$ cat config.mk
export PLATFORM = sky130hd
export DESIGN_NAME = disp_scheduler
export DESIGN_NICKNAME = d
export VERILOG_FILES = /design/src/rtl/disp_pkg.sv /design/src/rtl/rr_arbiter.sv /design/src/rtl/disp_scheduler.sv
export SDC_FILE = /design/constraint.sdc
export NUM_CORES = 1
export LEC_CHECK = 0
export CAP_MARGIN = 20
export CORE_ASPECT_RATIO = 1.75
export CORE_MARGIN = 5
export CORE_UTILIZATION = 45
export DETAILED_ROUTE_END_ITERATION = 6
export PLACE_DENSITY = 0.72
export SLEW_MARGIN = 20
export SYNTH_ARGS = -nofsm -noshare
export SYNTH_HDL_FRONTEND = slang
export SYNTH_SLANG_ARGS = --single-unit
$ cat constraint.sdc
create_clock -name disp_clk -period 2.39 [get_ports disp_clk]
set_input_delay 0.478 -clock disp_clk [delete_from_list [all_inputs] [get_ports disp_clk]]
set_output_delay 0.478 -clock disp_clk [all_outputs]
set_load 0.03 [all_outputs]
$ cat src/rtl/disp_pkg.sv
// Shared definitions for the display scheduler: FSM encoding and display data width.
package disp_pkg;

   localparam int DISP_DW = 8;

   typedef enum logic [1:0] {
      ST_IDLE = 2'd0,
      ST_LOAD = 2'd1,
      ST_HOLD = 2'd2
   } state_e;

endpackage

$ cat src/rtl/rr_arbiter.sv
// Combinational round-robin pick: first requester at or after ptr, scanning upward with wrap.
module rr_arbiter
   import disp_pkg::*;
#(
   parameter int NUM_SRC = 4,
   parameter int SRC_W   = $clog2(NUM_SRC)
) (
   input  logic [NUM_SRC-1:0] req,
   input  logic [SRC_W-1:0]   ptr,
   output logic [SRC_W-1:0]   gnt_idx,
   output logic               any_req
);

   // Walk the offsets from farthest to nearest so the nearest hit is the final assignment.
   always_comb begin
      gnt_idx = '0;
      any_req = |req;
      for (int k = NUM_SRC - 1; k >= 0; k--) begin
         if (req[(int'(ptr) + k) % NUM_SRC]) begin
            gnt_idx = SRC_W'((int'(ptr) + k) % NUM_SRC);
         end
      end
   end

endmodule

$ cat src/rtl/disp_scheduler.sv
// Round-robin owner of the 7-seg display: grants a source, strobes its value in, dwells, rotates.
// Optional DISP_SCHED_PAUSE_EN adds a pause input that freezes the dwell and blocks new grants.
module disp_scheduler
   import disp_pkg::*;
#(
   parameter  int NUM_SRC     = 4,
   parameter  int HOLD_CYCLES = 100_000_000,
   localparam int SRC_W       = $clog2(NUM_SRC),
   localparam int CNT_W       = $clog2(HOLD_CYCLES + 1)
) (
   input  logic                       disp_clk,
   input  logic                       rst,
   input  logic [NUM_SRC-1:0]         src_valid,
   input  logic [DISP_DW*NUM_SRC-1:0] src_data,
   output logic [NUM_SRC-1:0]         src_ack,
   output logic [DISP_DW-1:0]         disp_din,
   output logic                       disp_en,
   output logic [SRC_W-1:0]           cur_src
`ifdef DISP_SCHED_PAUSE_EN
   ,
   input  logic                       pause
`endif
);

   localparam logic [CNT_W-1:0] HOLD_LAST = CNT_W'(HOLD_CYCLES - 1);

   state_e               state_q, state_d;
   logic [SRC_W-1:0]     cur_src_q, cur_src_d;
   logic [SRC_W-1:0]     rr_ptr_q, rr_ptr_d;
   logic [CNT_W-1:0]     timer_q, timer_d;
   logic [DISP_DW-1:0]   din_q, din_d;
   logic                 en_q, en_d;
   logic [NUM_SRC-1:0]   ack_q, ack_d;
   logic [SRC_W-1:0]     gnt_idx;
   logic                 any_req;
   logic                 pause_w;

`ifdef DISP_SCHED_PAUSE_EN
   assign pause_w = pause;
`else
   assign pause_w = 1'b0;
`endif

   rr_arbiter #(
      .NUM_SRC (NUM_SRC),
      .SRC_W   (SRC_W)
   ) u_arb (
      .req     (src_valid),
      .ptr     (rr_ptr_q),
      .gnt_idx (gnt_idx),
      .any_req (any_req)
   );

   always_comb begin
      state_d   = state_q;
      cur_src_d = cur_src_q;
      rr_ptr_d  = rr_ptr_q;
      timer_d   = timer_q;
      din_d     = din_q;
      en_d      = 1'b0;
      ack_d     = '0;
      case (state_q)
         ST_IDLE: begin
            if (any_req && !pause_w) begin
               cur_src_d = gnt_idx;
               state_d   = ST_LOAD;
            end
         end
         ST_LOAD: begin
            // A source that withdrew between grant and load is skipped without a strobe.
            if (src_valid[cur_src_q]) begin
               din_d            = src_data[DISP_DW*cur_src_q +: DISP_DW];
               en_d             = 1'b1;
               ack_d[cur_src_q] = 1'b1;
               rr_ptr_d         = SRC_W'((int'(cur_src_q) + 1) % NUM_SRC);
               timer_d          = '0;
               state_d          = ST_HOLD;
            end else begin
               state_d = ST_IDLE;
            end
         end
         ST_HOLD: begin
            if (!pause_w) begin
               if (timer_q == HOLD_LAST) begin
                  if (any_req) begin
                     cur_src_d = gnt_idx;
                     state_d   = ST_LOAD;
                  end else begin
                     state_d = ST_IDLE;
                  end
               end else begin
                  timer_d = timer_q + CNT_W'(1);
               end
            end
         end
         default: state_d = ST_IDLE;
      endcase
   end

   always_ff @(posedge disp_clk or posedge rst) begin
      if (rst) begin
         state_q   <= ST_IDLE;
         cur_src_q <= '0;
         rr_ptr_q  <= '0;
         timer_q   <= '0;
         din_q     <= '0;
         en_q      <= 1'b0;
         ack_q     <= '0;
      end else begin
         state_q   <= state_d;
         cur_src_q <= cur_src_d;
         rr_ptr_q  <= rr_ptr_d;
         timer_q   <= timer_d;
         din_q     <= din_d;
         en_q      <= en_d;
         ack_q     <= ack_d;
      end
   end

   assign src_ack  = ack_q;
   assign disp_din = din_q;
   assign disp_en  = en_q;
   assign cur_src  = cur_src_q;

endmodule

# After elaboration in Yosys (flattened, before gate mapping)
# Index checks and enable logic that the tools add are counted.
[totals]
ff_bits = 46
latch_bits = 0
mem_bits_rw = 0
romBits = 0
wordCells = 75
mem_count = 0
[classes]
n_addsub = 5
mul = 0
n_div = 0
n_lt_le_gt_ge = 6
eq_ne = 7
n_shift = 1
mux = 34
n_bitwise = 3
n_reduce_logical = 12
[ops]
columns = ["cell", "n"]
rows = [
  ["2-to-1 mux 27 bit", 2],
  ["case mux 27 bit (2 select lines)", 1],
  ["indexed part select 32 x 6 -> 8 bit", 1],
  ["adder 27 x 1 -> 27 bit, second input constant", 1],
  ["== test 27 bit, second input constant", 1],
  ["2-to-1 mux 2 bit", 9],
  ["< comparator 3 x 4 -> 1 bit, second input constant", 3],
  ["2-to-1 mux 1 bit", 12],
  ["binary-select mux 1 bit (select 2 bit)", 5],
  ["2-to-1 mux 4 bit", 2],
  ["!= test 2 bit, second input constant", 4],
  ["< comparator 2 x 3 -> 1 bit, second input constant", 2],
  ["case mux 2 bit (3 select lines)", 1],
  ["AND reduction 2 bit", 3],
  ["OR reduction 2 bit", 3],
  ["adder 2 x 1 -> 2 bit, second input constant", 2],
  ["adder 2 bit, second input constant", 2],
  ["case mux 2 bit (2 select lines)", 1],
  ["nonzero test 2 bit", 2],
  ["OR reduction 4 bit", 1],
  ["AND 1 bit, first input constant", 3],
  ["AND reduction 3 bit", 1],
  ["demux 1 bit (select 2 bit)", 1],
  ["== test 2 x 1 -> 1 bit, second input constant", 1],
  ["4 further kinds", 4],
]

# Logic depth before layout (Yosys ltp)
# Gate-level depths: netlist of run 1.
[depth]
ltp_word = 13
mapped_depth = 8
mapped_depth_nobuf = 6

# Hierarchy
# A second synthesis of run 1 with hierarchy kept.
[hier_totals]
cells_unflattened = 240
hier_area_um2 = 2508.7
[modules_own_cells]
columns = ["module", "instances", "cells_per_inst", "area_per_inst_um2"]
rows = [
  ["disp_scheduler", 1, 227, 2431.1],
  ["rr_arbiter", 1, 13, 77.6],
]

# Worst setup path before layout of run 1
# No wires, ideal clock.
[synth_timing]
kind = "flip-flop to flip-flop"
from = "register cur_src_q[1] (netlist: cur_src[1])"
to = "register timer_q[2]"
setup_time_ns = 0.129
arrival_ns = 1.565
path_slack_ns = 0.696
path_stages_with_launch = 8
path_cell_list = "dfrtp_1 -> buf_2 -> inv_1 -> o211ai_1 -> nand2_1 -> clkbuf_1 -> o211ai_1 -> o31ai_1"
[synth_via]
elab_chain_len = 4
[synth_rtl]
columns = ["item", "line_no", "text"]
rows = [
  ["from (decl)", "disp_scheduler.sv:28", "logic [SRC_W-1:0] cur_src_q, cur_src_d;"],
  ["from (signal assigned)", "disp_scheduler.sv:111", "cur_src_q <= cur_src_d;"],
  ["binary-select mux 1 bit (select 2 bit)", "disp_scheduler.sv:71", "if (src_valid[cur_src_q]) begin"],
  ["2-to-1 mux 1 bit (implied by the code)", "disp_scheduler.sv:71", ""],
  ["!= test 2 bit (no line)", "--", ""],
  ["AND reduction 3 bit (no line)", "--", ""],
  ["to (signal assigned)", "disp_scheduler.sv:113", "timer_q <= timer_d;"],
  ["to (decl)", "disp_scheduler.sv:30", "logic [CNT_W-1:0] timer_q, timer_d;"],
]
# Every way passes these cells. The select of a mux whose other input is x is not followed.
# A chain may end at the register's enable or synchronous reset.

# Worst setup path in the final report of run 1
[layout_timing]
from = "register cur_src_q[0] (netlist: cur_src[0])"
to = "output cur_src[0]"
[layout_rtl]
columns = ["item", "line_no", "text"]
rows = [
  ["to (decl)", "disp_scheduler.sv:18", "output logic [SRC_W-1:0] cur_src"],
]
# No word-level cell between the ends.

==> impl_metrics.toml, run 1 <==
[outcome]
outcome = "completed"

[worst_setup_path]
worstPathCellList = "clkdlybuf4s50_1"
cp.arrival_ns = 1.57
crit_family = "buffers and inverters"
crit_buf_inv = 1
rrSetupSlack_ns = 0.43
slowest_delay_ns = 0.74
worstPathRequired_ns = 1.91
slowest_stage = "clkdlybuf4s50_1"
start_kind = "register"
cp_max_fo = 8
crit_type = "reg2out"
end_kind = "output port"

[placed_design]
dp.final_hpwl_mm = 4.31
io_buffers = 52
gp_congestion = 0.810

[clock_network]
cts_tree = "done"
cts.root.buffer_cell = "clkbuf_8"
h-tree-depth = 2
cts_hold_buffers = 0
cts_inserted_buffers = 5
cts.repair.resized = 0
postCtsSetupRepairBufs = 0
cts.sinks = 46
clk_pin_slew_ns = 0.08
cts_buffer_depth = 2
clk_latency_ns = 0.30

[synthesis]
synthMostInstantiatedCell = "dfrtp_1"
yosysTopAreaCell = "dfrtp_1"
synth.yosys.seq_area_share_pct = 45.6
synth-edff-count = 0
syn_area_sq_um = 2520
avgSynthCellArea_sq_um = 10.3
synth_commonest_cells = "46 x dfrtp_1, 40 x nand2_1, 19 x nor2_1"
ys_async_sr_fraction_pct = 100
yosys_register_bits = 46
synthDistinctLibCells = 42
synth_top_area_share_pct = 45.6
ys.flop_type = "dfrtp_1"
synthesis.nets = 289
synthTopCellsByArea = "dfrtp_1 46%, mux4_2 7.1%, nand2_1 5.9%, xnor2_1 4.5%, ha_1 3.0%"
synthCells = 245
ys_warn_count = 0

[timing]
worstMarginPinSlew_ns = 0.536
timing.final.crit_share_pct = 85.6
fmax_mhz = 489
drv_slew = 0
setup_tns_ns = 0
rsz0062_at_grt = "false"
finalHoldViolCount = 0
setup_violations = 0
skew_ns = 0.0105
fin_crit_ns = 2.05
slew_headroom_pct = 64.2

[min_path]
hold_class = "reg2reg"

[grt]
grt_pass1_wl_mm = 9.58
grt_max_degree = 47
antenna_found_initial = 0
gr-total-overflow = 0
grt_pass1_vias = 2090
gr-usage-all-layers_pct = 17.5

[floorplanning]
die_area_sq_um = 7260
start_util_pct = 45.9
pin_count = 53
row_count = 36
coreArea_sq_um = 5500
die_h_microns = 109
die_w_microns = 66.6

[finish]
final_nets = 344
layout-drive-gt1-share_pct = 11.3
fin_util_pct = 58.7
n_antenna_cell = 0
area_delta_synth_final_pct = 27.9
fillers = 493

[power]
vdd_drop_max_v = 0.000393
powerDensity_nw_per_um2 = 426
cellLeakagePower_nw = 1.37
finalPower_mw = 1.38

[route]
vias = 2032
via_per_inst = 5.40
drcViolationCount = 0
wire_per_inst_microns = 15.6
drt-pass1-iter-count = 4
drt_first_iter_violations = 76
routed_wl_mm = 5.88
drtAntennaViolNets = 0

[run]
maxCapViolCount = 0
[cells in the final DEF (no fill, tap or decap), types with 6 or more instances in the layout]
| cell | n |
|---|---|
| clkdlybuf4s50_1 | 52 |
| dfrtp_1 | 46 |
| nand2_1 | 40 |
| nor2_1 | 19 |
| nand3_1 | 15 |
| xnor2_1 | 13 |
| inv_1 | 11 |
| a21oi_1 | 8 |
| mux4_2 | 8 |
| o31ai_1 | 7 |
| ha_1 | 6 |
[cell families after synthesis]
logic type / synth area share (%)
AO/OA/AOI/OAI: 8.73
flip-flops: 45.6
adder cells (fa/ha/maj): 2.97
XOR/XNOR: 4.51
AND/OR/NAND/NOR: 24.8
buffers and inverters: 4.61
multiplexers: 8.73
[state kept, by name, indices dropped and copies added (netlist names)]
register,cells
src_ack,4
cur_src,2
state_q,2
timer_q,27
disp_din,8
rr_ptr_q,2
disp_en,1
[worst paths after layout]
path	startpoint	end	depth (start not counted)
worst max register to register	timer_q[2]	timer_q[5]	6
worst min-delay path	disp_din[7]	disp_din[7]	2
worst max-delay path	cur_src[0]	cur_src[0]	1
max in group asynchronous	rst	state_q[0]	3
min in group asynchronous	rst	disp_en	3
worst min register to register	disp_din[7]	disp_din[7]	2
[final cells by class]
| class | count | area [sq um] | area share (%) |
|---|---|---|---|
| clock buffers | 5 | 68.8 | 2.13 |
| repair buffers | 59 | 598 | 18.5 |
| flip-flops and latches | 46 | 1150 | 35.7 |
| well taps | 76 | 95.1 | 2.95 |
| inverters | 13 | 48.8 | 1.51 |
| multi-input cells | 175 | 1260 | 38.9 |
| clock inverters | 2 | 10.0 | 0.310 |
[through the flow]
stage / area, sq um / worst slack, ns / instances / hold WS [ns]
global route: 3230 / 0.266 / 376 / 0.525
global placement: 3150 / 0.345 / 369 / 0.459
floorplan: 2520 / 0.696 / 245 / 0.466
finish: 3230 / 0.344 / 376 / 0.474
CTS: 3230 / 0.320 / 376 / 0.481
detailed placement: 3150 / 0.288 / 369 / 0.462
[routing by layer]
| metal | GRT usage (%) | share of wire (%) | vias to the layer above |
|---|---|---|---|
| met5 | 0 | 0 | - |
| met4 | 7.27 | 2.7 | 0 |
| met3 | 3.51 | 3.1 | 12 |
| met2 | 31.2 | 56 | 43 |
| met1 | 19.8 | 38 | 993 |
| li1 | - | - | 984 |
[worst min-delay path, delay by kind of cell (launching register included)]
| family | cells | cell delay, ns |
|---|---|---|
| DFF | 1 | 0.34 |
| and+or+nand+nor | 2 | 0.10 |
[report_power, final]
part           switching [mW]  internal (mW)
Sequential            0.00408          0.784
Clock                   0.254          0.197
Combinational          0.0529         0.0840
No activity file was read; power rests on OpenSTA's default activity.
==> run 2, diff against run 1 <==
--- a/config.mk
+++ b/config.mk
@@ -9,6 +9,7 @@
 export CORE_ASPECT_RATIO = 1.75
 export CORE_MARGIN = 5
 export CORE_UTILIZATION = 45
+export CTS_BUF_LIST = sky130_fd_sc_hd__clkbuf_16
 export DETAILED_ROUTE_END_ITERATION = 6
 export PLACE_DENSITY = 0.72
 export SLEW_MARGIN = 20
==> impl_metrics.toml, run 2 (synthesis gave the netlist of run 1 again) <==
[route]
vias = 2038
drcViolationCount = 0
routed_wl_mm = 5.89
drt_first_iter_violations = 93
drtAntennaViolNets = 0
drt-pass1-iter-count = 4
via_per_inst = 5.42
wire_per_inst_microns = 15.7

[worst_setup_path]
crit_buf_inv = 1
slowest_delay_ns = 0.74
cp_max_fo = 8
cp.arrival_ns = 1.55
worstPathCellList = "clkdlybuf4s50_1"
slowest_stage = "clkdlybuf4s50_1"
ff2ff_path_depth = 6
start_kind = "register"
end_kind = "output port"
crit_type = "reg2out"
crit_family = "buffers and inverters"
worstPathRequired_ns = 1.91
cp.depth = 1

[power]
vdd_drop_max_v = 0.000470
powerDensity_nw_per_um2 = 482
pwr-share-clk_pct = 41.5
p_sw_share_pct = 21.2
switchingPower_mw = 0.335
pwr-share-seq_pct = 49.9
cellLeakagePower_nw = 1.40
p_comb_share_pct = 8.6
intPower_mw = 1.25

[clock_network]
cts.sinks = 46
cts_inserted_buffers = 5
clk_pin_slew_ns = 0.06
cts_buffer_depth = 2
postCtsSetupRepairBufs = 0
cts.root.buffer_cell = "clkbuf_16"
cts_hold_buffers = 0
clk_latency_ns = 0.28
cts.repair.resized = 0
cts_tree = "done"
h-tree-depth = 2

[floorplanning]
coreArea_sq_um = 5500
die_area_sq_um = 7260
die_w_microns = 66.6
die_h_microns = 109
start_util_pct = 45.9
pin_count = 53
row_count = 36

[grt]
grt_pass1_vias = 2099
gr-usage-all-layers_pct = 17.4
grt_pass1_wl_mm = 9.58
grt_max_degree = 47
gr-total-overflow = 0
antenna_found_initial = 0

[timing]
skew_ns = 0.00706
timing.final.crit_share_pct = 84.8
rsz0062_at_grt = "false"
slew_headroom_pct = 64.1
drv_slew = 0
fin_crit_ns = 2.03
setup_tns_ns = 0
finalHoldViolCount = 0
fmax_mhz = 493
setup_ws_ns = 0.363
setup_violations = 0
worstMarginPinSlew_ns = 0.537

[finish]
final_common_cell = "clkdlybuf4s50_1"
n_antenna_cell = 0
largest_reg_flops = 27
area_delta_synth_final_pct = 30.1
final_cell_mix = "52 x clkdlybuf4s50_1, 46 x dfrtp_1, 40 x nand2_1"
largest-register = "timer_q"
final_cells = 376
final_nets = 344
layout-drive-gt1-share_pct = 11.3
fin_util_pct = 59.8

[min_path]
hold_path_depth = 2
hold_class = "reg2reg"

[placed_design]
io_buffers = 52
gp_congestion = 0.810
dp_slack_ns = 0.288
dp.final_hpwl_mm = 4.31
place_inst = 369

[outcome]
outcome = "completed"

[run]
maxCapViolCount = 0
==> run 2: cell counts in the layout (fill, tap and decap cells not counted) <==
No cell type changed its count.
==> run 2: routing by layer <==
metal	global-route usage, %	routed length (microns)	share of wire, %
met1	19.8	2270	38
met2	31.3	3310	56
met3	3.09	176	3.0
met4	7.12	141	2.4
met5	0	0	0
==> run 2: area by class of cell <==
class | count | area [sq um]
clock inverters | 2 | 10.0
multi-input cells | 175 | 1260
well taps | 76 | 95.1
inverters | 13 | 48.8
fillers | 487 | 2210
flip-flops and latches | 46 | 1150
clock buffers | 5 | 125
repair buffers | 59 | 598
==> run 2: power by group through the flow <==
stage | sequential, mW | clock, mW | combinational, mW
after floorplan | 0.817 | 0 | 0.0357
after global placement | 0.804 | 0 | 0.136
after detailed placement | 0.804 | 0 | 0.139
after CTS | 0.790 | 0.668 | 0.139
after global routing | 0.790 | 0.702 | 0.148
final | 0.790 | 0.656 | 0.137
==> run 2: path summary, 6_finish.rpt <==
kind,startpoint,endpoint,slack (ns)
hold reg to reg,disp_din[7],disp_din[7],0.47
setup / recovery,cur_src[0],cur_src[0],0.36
min in group asynchronous,rst,disp_en,0.53
setup reg to reg,timer_q[2],timer_q[5],0.42
hold / removal,disp_din[7],disp_din[7],0.47
max in group asynchronous,rst,timer_q[8],1.63
==> run 2: per-stage QoR <==
step,power (mW),hold slack (ns),cell area (sq um)
2_1_floorplan,0.853,0.466,2520
6_report,1.58,0.470,3280
3_5_place_dp,0.943,0.462,3150
4_1_cts,1.60,0.476,3280
5_1_grt,1.64,0.519,3280
3_3_place_gp,0.940,0.459,3150
